===== src/rtl/alu_pkg.sv =====
// ---------------------------------------------------------------------------
// alu_pkg
// Shared types for the ALU flag interface: the 16 condition codes, the
// architectural flag vector {V,N,Z,C} and the bit positions inside it.
// ---------------------------------------------------------------------------
package alu_pkg;

    typedef enum logic [3:0] {
        COND_EQ = 4'h0,
        COND_NE = 4'h1,
        COND_CS = 4'h2,
        COND_CC = 4'h3,
        COND_MI = 4'h4,
        COND_PL = 4'h5,
        COND_VS = 4'h6,
        COND_VC = 4'h7,
        COND_HI = 4'h8,
        COND_LS = 4'h9,
        COND_GE = 4'hA,
        COND_LT = 4'hB,
        COND_GT = 4'hC,
        COND_LE = 4'hD,
        COND_AL = 4'hE,
        COND_NV = 4'hF
    } cond_e;

    // Field order matches the ALU flag vector: bit3 V, bit2 N, bit1 Z, bit0 C.
    typedef struct packed {
        logic v;
        logic n;
        logic z;
        logic c;
    } flags_t;

    localparam int FLAG_C = 0;
    localparam int FLAG_Z = 1;
    localparam int FLAG_N = 2;
    localparam int FLAG_V = 3;

endpackage


===== src/rtl/cond_eval.sv =====
// ---------------------------------------------------------------------------
// cond_eval
// Purely combinational condition-code evaluator.
//   cond_i  : 4-bit condition code (alu_pkg::cond_e encoding)
//   flags_i : architectural flags {V,N,Z,C}
//   pass_o  : 1 when the condition holds for the given flags
// ---------------------------------------------------------------------------
module cond_eval
    import alu_pkg::*;
(
    input  logic [3:0] cond_i,
    input  logic [3:0] flags_i,
    output logic       pass_o
);

    cond_e  cond;
    flags_t flg;

    assign cond = cond_e'(cond_i);
    assign flg  = flags_t'(flags_i);

    always_comb begin
        // NOTE: default assignment first so no path through the case can
        // leave pass_o unassigned and infer a latch.
        pass_o = 1'b0;
        case (cond)
            COND_EQ: pass_o = flg.z;
            COND_NE: pass_o = !flg.z;
            COND_CS: pass_o = flg.c;
            COND_CC: pass_o = !flg.c;
            COND_MI: pass_o = flg.n;
            COND_PL: pass_o = !flg.n;
            COND_VS: pass_o = flg.v;
            COND_VC: pass_o = !flg.v;
            COND_HI: pass_o = flg.c & !flg.z;
            COND_LS: pass_o = !flg.c | flg.z;
            COND_GE: pass_o = (flg.n == flg.v);
            COND_LT: pass_o = (flg.n != flg.v);
            COND_GT: pass_o = !flg.z & (flg.n == flg.v);
            COND_LE: pass_o = flg.z | (flg.n != flg.v);
            COND_AL: pass_o = 1'b1;
            COND_NV: pass_o = 1'b0;   // reserved: never executes
            default: pass_o = 1'b0;
        endcase
    end

endmodule


===== src/rtl/alu_cond_unit.sv =====
// ---------------------------------------------------------------------------
// alu_cond_unit
// Consumer end of the ALU flag interface. Each accepted operation is
// predicated on the current flag register, optionally updates the flags
// (only when executed), and is presented through a one-entry valid/ready
// output register. Saturating executed/skipped counters aid debug.
//   clk, rst_n                : clock, synchronous active-low reset
//   in_valid / in_ready       : input handshake
//   in_cond, in_set_flags,
//   in_alu_flags, in_result   : operation payload
//   out_valid / out_ready     : output handshake
//   out_exec, out_result      : predicate outcome and registered result
//   flags_q                   : architectural flags {V,N,Z,C}
//   exec_cnt, skip_cnt        : saturating operation counters
// ---------------------------------------------------------------------------
module alu_cond_unit
    import alu_pkg::*;
#(
    parameter int N     = 4,
    parameter int CNT_W = 16
) (
    input  logic             clk,
    input  logic             rst_n,
    input  logic             in_valid,
    output logic             in_ready,
    input  logic [3:0]       in_cond,
    input  logic             in_set_flags,
    input  logic [3:0]       in_alu_flags,
    input  logic [N-1:0]     in_result,
    output logic             out_valid,
    input  logic             out_ready,
    output logic             out_exec,
    output logic [N-1:0]     out_result,
    output logic [3:0]       flags_q,
    output logic [CNT_W-1:0] exec_cnt,
    output logic [CNT_W-1:0] skip_cnt
);

    logic             out_valid_q, out_valid_d;
    logic             out_exec_q,  out_exec_d;
    logic [N-1:0]     out_result_q, out_result_d;
    logic [3:0]       flags_d;
    logic [CNT_W-1:0] exec_cnt_q, exec_cnt_d;
    logic [CNT_W-1:0] skip_cnt_q, skip_cnt_d;
    logic             pass;
    logic             accept;

    cond_eval u_cond_eval (
        .cond_i  (in_cond),
        .flags_i (flags_q),
        .pass_o  (pass)
    );

    // The single output register frees up in the same cycle it is drained,
    // so the input side sees out_ready combinationally.
    assign in_ready = !out_valid_q | out_ready;
    assign accept   = in_valid & in_ready;

    always_comb begin
        out_valid_d  = out_valid_q;
        out_exec_d   = out_exec_q;
        out_result_d = out_result_q;
        flags_d      = flags_q;
        exec_cnt_d   = exec_cnt_q;
        skip_cnt_d   = skip_cnt_q;

        if (accept) begin
            out_valid_d  = 1'b1;
            out_exec_d   = pass;
            out_result_d = in_result;
            if (pass && in_set_flags) begin
                flags_d = in_alu_flags;
            end
            if (pass) begin
                if (exec_cnt_q != '1) exec_cnt_d = exec_cnt_q + 1'b1;
            end else begin
                if (skip_cnt_q != '1) skip_cnt_d = skip_cnt_q + 1'b1;
            end
        end else if (out_valid_q && out_ready) begin
            // Drain: payload registers keep their last value.
            out_valid_d = 1'b0;
        end
    end

    // NOTE: state registers use non-blocking assignments so every flop
    // samples its _d value from before the edge.
    always_ff @(posedge clk) begin
        if (!rst_n) begin
            out_valid_q  <= 1'b0;
            out_exec_q   <= 1'b0;
            out_result_q <= '0;
            flags_q      <= 4'b0000;
            exec_cnt_q   <= '0;
            skip_cnt_q   <= '0;
        end else begin
            out_valid_q  <= out_valid_d;
            out_exec_q   <= out_exec_d;
            out_result_q <= out_result_d;
            flags_q      <= flags_d;
            exec_cnt_q   <= exec_cnt_d;
            skip_cnt_q   <= skip_cnt_d;
        end
    end

    assign out_valid  = out_valid_q;
    assign out_exec   = out_exec_q;
    assign out_result = out_result_q;
    assign exec_cnt   = exec_cnt_q;
    assign skip_cnt   = skip_cnt_q;

endmodule


===== config.mk =====
export PLATFORM = sky130hd
export DESIGN_NAME = alu_cond_unit
export DESIGN_NICKNAME = d
export VERILOG_FILES = /design/src/rtl/alu_pkg.sv /design/src/rtl/cond_eval.sv /design/src/rtl/alu_cond_unit.sv
export SDC_FILE = /design/constraint.sdc
export NUM_CORES = 1
export LEC_CHECK = 0
export ABC_AREA = 1
export CORE_MARGIN = 1.5
export CORE_UTILIZATION = 50
export DETAILED_ROUTE_END_ITERATION = 8
export PLACE_DENSITY_LB_ADDON = 0.15
export SLEW_MARGIN = 20
export SYNTH_ARGS = -nofsm -noshare
export SYNTH_HDL_FRONTEND = slang
export SYNTH_SLANG_ARGS = --single-unit
export TNS_END_PERCENT = 1

===== constraint.sdc =====
create_clock -name clk -period 1.9 [get_ports clk]
set_input_delay 0.19 -clock clk [delete_from_list [all_inputs] [get_ports clk]]
set_output_delay 0.19 -clock clk [all_outputs]
set_load 0.01 [all_outputs]

==> reports/qor.yml, run 1 <==
grt_pass1_wl_um: 11000
synthesis.nets: 382
finalMaxSlewViolations: 0
track_usage_pct: 25.8
antenna_cells: 0
core-area_um2: 4720
vias: 2718
rr_worst_depth: 13
grt_remaining_overflow: 0
crit_path_start_kind: "flop"
setup_tns_ps: 0
pre_cts_slack_ps: -209
ys_warn_count: 0
vias_per_cell: 5.38
hold_viol_final: 0
syn2layout_area_growth_pct: 36.2
cts.sinks: 42
worstPathMaxFanout: 14
dieArea_um2: 5330
nets: 456
clockBufferDepth: 2
drc: 0
antenna_found_initial: 0
vdd_drop_max_mv: 0.369
insertion_delay_ps: 300
worstSetupEndpointType: "flop"
htree_levels: 2
synth_area_per_cell_um2: 6.75
min_period_ps: 1770
clk_pin_slew_ps: 80
p_leak_nw: 1.27
die_h_um: 73.0
wl_um: 6740
fillers: 399
rsz0062_at_grt: "true"
syn_inst: 363
fin_crit_sh_pct: 93.3
wl_per_cell_um: 13.3
clock_skew_ps: 12.3
required_ps: 2100
setup_violations: 0
p_per_area_nw_per_um2: 572
clockRootBuffer: "clkbuf_8"
cts_buffers: 5
max-slew-margin-rel_pct: 34.6
first_global_vias: 2532
synth.cell_area_um2: 2450
hpwl_um: 4910
yosys_register_bits: 42
holdCritPathClass: "input pin to flop"
yosysUniqueCellTypes: 25
portBuffers: 59
status: "finished clean"
max_cap_violations: 0
final_antenna_net_count: 0
cp.arrival_ps: 1980
hold_depth: 3
fmax_ghz: 0.564
drtIter0Drc: 92
max_slew.worst_pin.slew_ps: 980
yosysSeqAreaShare_pct: 34.3
die_w_um: 73.0
ios: 60
grt_start_max_net_pins: 30
layout_setup_ws_ps: 128
first_pass_iters: 4
num_rows: 25
initial_core_util_pct: 51.8
gp_congestion: 0.965
cts_tree: "yes"
crit_type: "flop to flop"
drive_gt1_share_pct: 10.5
kinds of logic after synthesis:
kind of cell               share of synthesized area (%)
AOI/OAI and AO/OA                                   7.97
buffers and inverters                               6.49
adders and majority gates                           1.02
and+or+nand+nor                                     40.5
xor gates and xnor gates                            9.66
DFF                                                 34.3
flip-flops by register name, indices dropped and copies added, names as in the netlist:
signal and flops:
out_result 4, exec_cnt 16, flags_q 4, skip_cnt 16, out_exec 1, out_valid 1
cell usage after synthesis:
cell type  count  area [um2]
nand2_1       91         342
nor2_1        50         188
dfxtp_1       42         841
a21oi_1       31         155
nand4_1       29         181
nand3_1       26         130
inv_1         22        82.6
xor2_1        19         166
nor3_1        11        55.1
clkbuf_1       8        30.0
xnor2_1        8        70.1
o21ai_0        5        25.0
nand2_2        3        18.8
buf_6          2        22.5
ha_1           2        25.0
inv_2          2        7.51
nand3_2        2        20.0
nand3_4        2        35.0
nor4_1         2        12.5
a211oi_1       1        7.51
buf_1          1        3.75
buf_2          1        5.00
buf_4          1        7.51
nor3_2         1        10.0
o211ai_1       1        7.51
metal layers:
layer	up-vias	share of wire (%)	global-route usage, %
met3	6	4.4	4.01
li1	1357	-	-
met2	75	49	45.2
met5	-	0	0
met1	1280	45	32.8
met4	0	0.94	7.13
layout by cell type (no fill, tap or decap):
master / n
nor4_1: 2
nand3_2: 3
buf_4: 21
inv_6: 1
dlymetal6s2s_1: 1
clkinvlp_4: 1
nand2_1: 91
nor3_2: 4
ha_1: 2
nand3_1: 25
inv_2: 2
o211ai_1: 1
a211oi_1: 1
nand2_2: 3
nor3_1: 8
xnor2_1: 8
inv_1: 22
clkdlybuf4s50_1: 58
xor2_1: 19
a21oi_2: 1
nor2_1: 49
nand3_4: 2
nand4_1: 29
nor2_2: 1
dfxtp_2: 1
clkinv_4: 1
clkbuf_8: 5
dfxtp_1: 41
a21oi_1: 30
o21ai_0: 5
critical path: stages (launching register included):
cell	delay (ps)
dfxtp_1	400
inv_1	120
nand2_1	100
nand2_1	70
nand3_1	70
nand2_1	50
nand2_1	80
nand3_2	80
nand2_2	90
nand2_1	70
nand2_2	80
buf_4	200
nand4_1	120
a21oi_1	170
area by class of cell:
class                   count  area, um2  area share, %
well taps                  67       83.8           2.51
repair buffers             80        751           22.5
clock buffers               5       68.8           2.06
inverters                  24       90.1           2.70
flip-flops and latches     42        842           25.2
multi-input cells         284       1480           44.2
clock inverters             3       25.0          0.750
per-stage QoR:
stage / total power [W] / utilization (%) / hold WS (ps) / instance area [um2] / cells
final: 0.00191 / 70.6 / 475 / 3340 / 505
after floorplan: 0.00115 / - / 325 / 2450 / 363
after detailed placement: 0.00133 / 68.0 / 477 / 3210 / 497
after global routing: 0.00199 / 70.6 / 493 / 3340 / 505
after global placement: 0.00132 / 68.0 / 472 / 3210 / 497
after CTS: 0.00192 / 70.0 / 485 / 3310 / 505
timing repair:
action / in CTS / in global routing
buffers inserted: 0 / 0
resized for setup: 0 / 8
endpoints found under the setup margin: 0 / 32
hold buffers: 0 / 0
where the power goes:
group	switching, W	internal [W]	total, W
Sequential	0.0000184	0.000905	0.000924
Combinational	0.000221	0.000170	0.000391
Clock	0.000329	0.000265	0.000594
Total	0.000568	0.00134	0.00191
final timing paths:
| path | start | end | slack [ps] |
|---|---|---|---|
| setup / recovery | flags_q[2] | skip_cnt[14] | 130 |
| hold reg to reg | out_result[1] | out_result[1] | 490 |
| hold / removal | in_alu_flags[3] | flags_q[3] | 480 |
| setup reg to reg | flags_q[2] | skip_cnt[14] | 130 |
Note: power is estimated with default switching activity, not from simulation.
==> inputs of run 2 (changes only) <==
SKIP_CTS_REPAIR_TIMING = 1   (was not set)
==> results of run 2 <==
No change in the layout: final DEF, timing and power equal those of run 1.
